[config.mk]
export PLATFORM = sky130hd
export DESIGN_NAME = multi_hot_index_encoder
export DESIGN_NICKNAME = d
export VERILOG_FILES = /design/src/rtl/multi_hot_index_encoder.sv
export SDC_FILE = /design/constraint.sdc
export NUM_CORES = 1
export LEC_CHECK = 0
export CORE_MARGIN = 2
export CORE_UTILIZATION = 43
export CTS_BUF_LIST = sky130_fd_sc_hd__clkbuf_8 sky130_fd_sc_hd__clkbuf_16
export DETAILED_ROUTE_END_ITERATION = 10
export PLACE_DENSITY = 0.72
export REMOVE_ABC_BUFFERS = 1
export SYNTH_ARGS = -nofsm -noshare
export SYNTH_HDL_FRONTEND = slang
export SYNTH_SLANG_ARGS = --single-unit
[constraint.sdc]
create_clock -name clk -period 1.9 [get_ports clk]
set_input_delay 0.38 -clock clk [delete_from_list [all_inputs] [get_ports clk]]
set_output_delay 0.38 -clock clk [all_outputs]
set_load 0.02 [all_outputs]
[src/rtl/multi_hot_index_encoder.sv]
// Streams the index of every set bit of a multi-hot vector, one per beat (POPCOUNT_EN adds out_count).
// Latency: first beat 1 cycle after acceptance, then 1 index/cycle; one idle cycle between vectors.
// Backpressure: beat held stable while out_ready=0; in_ready only in IDLE.
module multi_hot_index_encoder #(
   parameter int  WIDTH     = 8,
   parameter bit  MSB_FIRST = 1'b0,
   localparam int IDX_W     = $clog2(WIDTH)
) (
   input  logic             clk,
   input  logic             rst_n,
   input  logic             in_valid,
   output logic             in_ready,
   input  logic [WIDTH-1:0] in_vec,
   output logic             out_valid,
   input  logic             out_ready,
   output logic [IDX_W-1:0] out_idx,
   output logic             out_last,
   output logic             out_none
`ifdef POPCOUNT_EN
   ,
   output logic [IDX_W:0]   out_count
`endif
);

   typedef enum logic {IDLE, SCAN} state_t;

   state_t             state_q, state_d;
   logic [WIDTH-1:0]   pending_q, pending_d;
   logic               none_q, none_d;
   logic [IDX_W-1:0]   sel_idx;
   logic [WIDTH-1:0]   sel_mask;
   logic               one_hot;

   // Priority select: the last match in loop order wins.
   always_comb begin
      sel_idx  = '0;
      sel_mask = '0;
      if (MSB_FIRST) begin
         for (int i = 0; i < WIDTH; i++) begin
            if (pending_q[i]) begin
               sel_idx     = IDX_W'(i);
               sel_mask    = '0;
               sel_mask[i] = 1'b1;
            end
         end
      end else begin
         for (int i = WIDTH - 1; i >= 0; i--) begin
            if (pending_q[i]) begin
               sel_idx     = IDX_W'(i);
               sel_mask    = '0;
               sel_mask[i] = 1'b1;
            end
         end
      end
   end

   assign one_hot = (pending_q != '0) && ((pending_q & (pending_q - WIDTH'(1))) == '0);

   assign in_ready  = (state_q == IDLE);
   assign out_valid = (state_q == SCAN);
   assign out_idx   = sel_idx;
   assign out_last  = out_valid && (none_q || one_hot);
   assign out_none  = out_valid && none_q;

`ifdef POPCOUNT_EN
   logic [IDX_W:0] count_q, count_d;
   logic [IDX_W:0] in_pop;

   always_comb begin
      in_pop = '0;
      for (int i = 0; i < WIDTH; i++) begin
         in_pop = in_pop + (IDX_W + 1)'(in_vec[i]);
      end
   end

   always_comb begin
      count_d = count_q;
      if (state_q == IDLE && in_valid) begin
         count_d = in_pop;
      end
   end

   always_ff @(posedge clk or negedge rst_n) begin
      if (!rst_n) begin
         count_q <= '0;
      end else begin
         count_q <= count_d;
      end
   end

   assign out_count = out_valid ? count_q : '0;
`endif

   always_comb begin
      state_d   = state_q;
      pending_d = pending_q;
      none_d    = none_q;
      unique case (state_q)
         IDLE: begin
            if (in_valid) begin
               pending_d = in_vec;
               none_d    = (in_vec == '0);
               state_d   = SCAN;
            end
         end
         SCAN: begin
            if (out_ready) begin
               pending_d = pending_q & ~sel_mask;
               if (out_last) begin
                  none_d  = 1'b0;
                  state_d = IDLE;
               end
            end
         end
         default: state_d = IDLE;
      endcase
   end

   always_ff @(posedge clk or negedge rst_n) begin
      if (!rst_n) begin
         state_q   <= IDLE;
         pending_q <= '0;
         none_q    <= 1'b0;
      end else begin
         state_q   <= state_d;
         pending_q <= pending_d;
         none_q    <= none_d;
      end
   end

endmodule
* Yosys cells after proc, flatten, opt, wreduce, memory -nomap -nowiden
Index checks and enable logic that the tools add are counted.
Operators by class: add/subtract/negate cells 1, multipliers 0, divide/modulo/power cells 0, $lt $le $gt $ge 0, equal/unequal tests 3, shift-type cells 0, mux-type cells 27, bitwise logic cells 4, reductions and logical operators 9
Operators by type and width (number):
- 8-bit 2-to-1 mux | 10
- 3-bit 2-to-1 mux | 8
- 8-bit AND | 2
- 8-bit logical NOT | 2
- 8-bit one-hot mux with 2 select lines | 1
- 8-bit NOT | 1
- 8-bit nonzero test | 1
- 8-bit by 1-bit subtractor with 8-bit output, second input constant | 1
- 1-bit 2-to-1 mux | 6
- 2-bit != test, second input constant | 3
- 1-bit one-hot mux with 2 select lines | 2
- 1-bit logical AND | 3
- 3-bit AND reduction | 1
- 2-bit AND reduction | 1
- 1-bit logical OR | 1
- 1-bit NOT | 1
Word-level totals: bits in registers 10, latch bits 0, RAM bits 0, ROM bits 0, input port bits 12, output and inout bits 7, word-level logic and storage cells 47, memories kept 0

* Depth between registers and ports, before layout
depth in word-level cells 12, mapped depth 5

* Least setup slack after synthesis
Ideal clock, no wire load.
path type register -> output, from register pending_q[3], to output port out_last, arrival 1.530 ns, data required time 1.520 ns, setup slack -0.010 ns, cell stages (with the launch flop) 4, path buffers 0, cells stage by stage dfrtp_1 nor4_2 o21ai_0 a31oi_1
Between the ends: word-level cells in the longest chain between the ends 6, elaborated cells between the ends (all ways) 7, those cells by class add/sub: 1; bitwise: 1; reduce/logical: 5
Ends and longest elaborated chain:
- from (decl) | line 28 | logic [WIDTH-1:0] pending_q, pending_d;
- from (signal assigned) | line 126 | pending_q <= pending_d;
- 8-bit by 1-bit subtractor with 8-bit output | line 57 | assign one_hot = (pending_q != '0) && ((pending_q & (pending_q - WIDTH'(1))) == '0);
- 8-bit AND | line 57
- 8-bit logical NOT | line 57
- 1-bit logical AND * | line 57
- 1-bit logical OR * | line 62 | assign out_last = out_valid && (none_q || one_hot);
- 1-bit logical AND * | line 62
- to (decl) | line 17 | output logic out_last,
Mark *: on every way between the ends. The rest lies on a longest branch, timed or not.

* Final worst setup path
from register pending_q[7], to output port out_last
Same word-level chain as after synthesis.

==> summary.md <==
| Metric | Value |
|---|---|
| Outcome | `finished, violations left` |
| Failing checks | `setup timing` |
| Worst-path maximum fanout | `8` |
| Synth area leaders | `dfrtp_1, nand2_1, o21ai_0` |
| CP Capture Type | `output port` |
| Critical Path, Cell by Cell | `nor4b_2 -> a21oi_1 -> a31oi_1 -> buf_2` |
| Number of global-route vias before repair | `823` |
| Maxcap violations | `0` |
| Slew HR | `66.5%` |
| Wire length per cell | `about 16 um` |
| Non-Filler Instances | `139` |
| Fmax | `504 MHz` |
| Max Clock Skew | `0.00139 ns` |
| Critical Path Max Stage Delay | `0.50 ns` |
| Full die area | `2020 um2` |
| Logic pwr share | `67.9%` |
| IO buf count | `18` |
| CP Depth | `4` |
| WS Path Type | `reg2out` |
| PwrDens | `1710 nW/um2` |
| CTS H-tree depth | `1` |
| Synth top area share | `34.7%` |
| Critical Path RT | `roughly 1.5 ns` |
| Hold Fails Final Rpt | `0` |
| Initial core utilization | `46.8%` |
| Post-route setup slack | `-0.0849 ns` |
| Die Wd | `roughly 45 um` |
| HP Class | `in2async` |
| Routed via count | `832` |
| Final nets | `137` |
| Yosys cell types | `34` |
| Switching power | `840 uW` |
| Reg2reg start | `pending_q[1]$_DFFE_PN0P_` |
| Register area share after synthesis | `34.7%` |
| Antenna Nets Post-Route | `0` |
| Hpwl dp | `1.46 mm` |
| Final min period | `1.98 ns` |
| Pleak | `0.502 nW` |
| Dpl cells | `134` |
| Clk Latency, worst-skew pair | `0.24 ns` |
| TritonCTS buffer count | `3` |
| Hold_buf cts | `0` |
| Clock power share | `11.1%` |
| Flop pwr share | `21.0%` |
| Drt total wl | `2.19 mm` |
| DRC violations left | `0` |
| Largest net degree at the start of global routing | `11` |
| Max IR drop VDD | `0.975 mV` |
| CTS max path bufs | `2` |
| Total GRT Usage | `between 20% and 30%` |
| Layout area overhead | `61.5%` |
| Flops & latches, synth | `10` |
| 1st-iter DRT viols | `20` |
| Reg2Reg Depth | `5` |
| Critical path launch point type | `register` |
| Setup tns final | `-0.139 ns` |
| Initial antenna violation count | `0` |
| Clk root buf | `clkbuf_8` |
| GRT Residual Overflow | `0` |
| CTS tree | `done` |
| Critical Path Source | `pending_q[7]$_DFFE_PN0P_` |
| Vias per cell | `5.99` |
| Bufs and invs on worst path | `1` |
| I/O pin total | `19` |
| Syn avg cell area | `8.39 um2` |
| Die H | `45.0 um` |
| CTS clk-pin slew, worst paths | `0.05 ns` |
| Unrepaired setup endpoints after global routing | `true` |
| Crit-path slowest cell | `dfrtp_1` |
| Synth area leader | `dfrtp_1` |
| Crit share post-route | `104%` |
| Row count | `14` |
| Cell family with most CP delay | `flip-flops` |
| Slew Viols, Final | `0` |
| Sw Ratio | `42.0%` |
| Most common cell after layout, fill and taps aside | `buf_4` |
| Internal power | `1.16 mW` |
| CP Data Arrival Time | `1.60 ns` |
| Syn Std Cell Area | `~720 um2` |
| Most frequent cells in the layout | `buf_4, clkdlybuf4s50_1, nand2_1, dfrtp_2, o21ai_0` |
| Mapped Cells | `86` |
| Final setup viols | `2` |
| Placer Congestion | `0.835` |
| Proportion of layout cells with a drive suffix above 1 | `between 40% and 50%` |
| First-pass GRT wire length | `between 3 and 4 mm` |
| Clock Sink Count | `10` |
| Worst-Margin Slew | `0.501 ns` |
| Number of diodes | `0` |
| Core ar. | `approximately 1500 um2` |
| Yosys warning count | `0` |
| First drt pass iteration count | `4` |
timing repair:
item | 4_1_cts | 5_1_grt
pin swaps | 2 | 6
buffers inserted | 1 | 1
gates resized for setup | 31 | 23
endpoints found under the setup margin | 4 | 5
hold endpoints to repair | 0 | 0
routing by layer:
layer | global-route usage [%] | routed length (um)
met4 | 15.3 | 65
met1 | 30.6 | 909
met3 | 5.60 | 118
met5 | 0 | 0
met2 | 37.7 | 1090
power by group through the flow:
| stage | clock [mW] | sequential [mW] | combinational [mW] |
|---|---|---|---|
| 2_1_floorplan | 0 | 0.389 | 0.519 |
| 3_3_place_gp | 0 | 0.375 | 1.09 |
| 3_5_place_dp | 0 | 0.383 | 1.10 |
| 4_1_cts | 0.225 | 0.390 | 1.10 |
| 5_1_grt | 0.233 | 0.435 | 1.46 |
| 6_report | 0.221 | 0.420 | 1.36 |
layout make-up:
class,count,area (um2)
Multi-Input combinational cell,67,477
Fill cell,122,375
Timing Repair Buffer,39,353
Sequential cell,10,260
Clock buffer,3,41.3
Tap cell,16,20.0
Inverter,4,15.0
through the flow:
step / hold slack [ns] / utilization (%) / power, mW / setup slack, ns / area [um2]
2_1_floorplan: 0.0844 / - / 0.908 / -0.0103 / 661
3_3_place_gp: 0.572 / 65.1 / 1.47 / -0.282 / 1000
3_5_place_dp: 0.587 / 65.1 / 1.48 / -0.304 / 1000
4_1_cts: 0.490 / 69.2 / 1.71 / -0.0667 / 1070
5_1_grt: 0.519 / 75.6 / 2.13 / -0.176 / 1170
6_report: 0.481 / 75.6 / 2.00 / -0.0849 / 1170
synthesized netlist by cell type:
library cell	number
and2_1	1
mux2i_1	2
o21bai_1	1
a31oi_1	2
o21a_1	1
or3_1	2
o211ai_1	1
o21ai_0	9
a21oi_1	6
inv_1	4
a22o_1	1
o311ai_0	1
nand2b_1	1
nor2b_1	2
nand3_1	2
a21boi_0	1
dfrtp_1	10
a211oi_1	1
nor2_1	5
bufbuf_16	1
clkbuf_1	2
o2bb2ai_1	1
or4_1	1
nand2_1	13
buf_4	1
o22ai_1	1
nand4_1	1
o21ai_1	1
maj3_1	1
a21o_1	1
nor4_2	1
nor4b_1	4
nor4_1	3
clkbuf_8	1
final timing paths:
kind,slack (ns),end
worst max-delay path,-0.08,out_last
worst min-delay path,0.48,out_valid$_DFF_PN0_
worst max register to register,0.11,pending_q[5]$_DFFE_PN0P_
worst min register to register,0.54,none_q$_DFFE_PN0P_
max in group asynchronous,1.06,pending_q[4]$_DFFE_PN0P_
min in group clk,0.54,none_q$_DFFE_PN0P_
state kept, by name, summed over array words and instances, names as in the netlist:
| signal | count |
|---|---|
| out_valid | 1 |
| none_q | 1 |
| pending_q | 8 |
logic make-up (layout without fill, tap and decap cells):
logic type / Yosys count / after routing / share of synthesized area (%)
AOI/OAI and AO/OA: 28 / 28 / 23.6
adders and majority gates: 1 / 1 / 1.39
buffers and inverters: 9 / 46 / 10.6
DFF: 10 / 10 / 34.7
muxes: 2 / 2 / 2.77
and+or+nand+nor: 36 / 36 / 27.0
worst register-to-register path, cell delays in order (launching register included):
cell and delay, ns:
dfrtp_2 0.44, buf_6 0.13, or4_4 0.54, or3_1 0.32
a21oi_1 0.16, o21ai_1 0.08
Note: power is estimated with default switching activity, not from simulation.
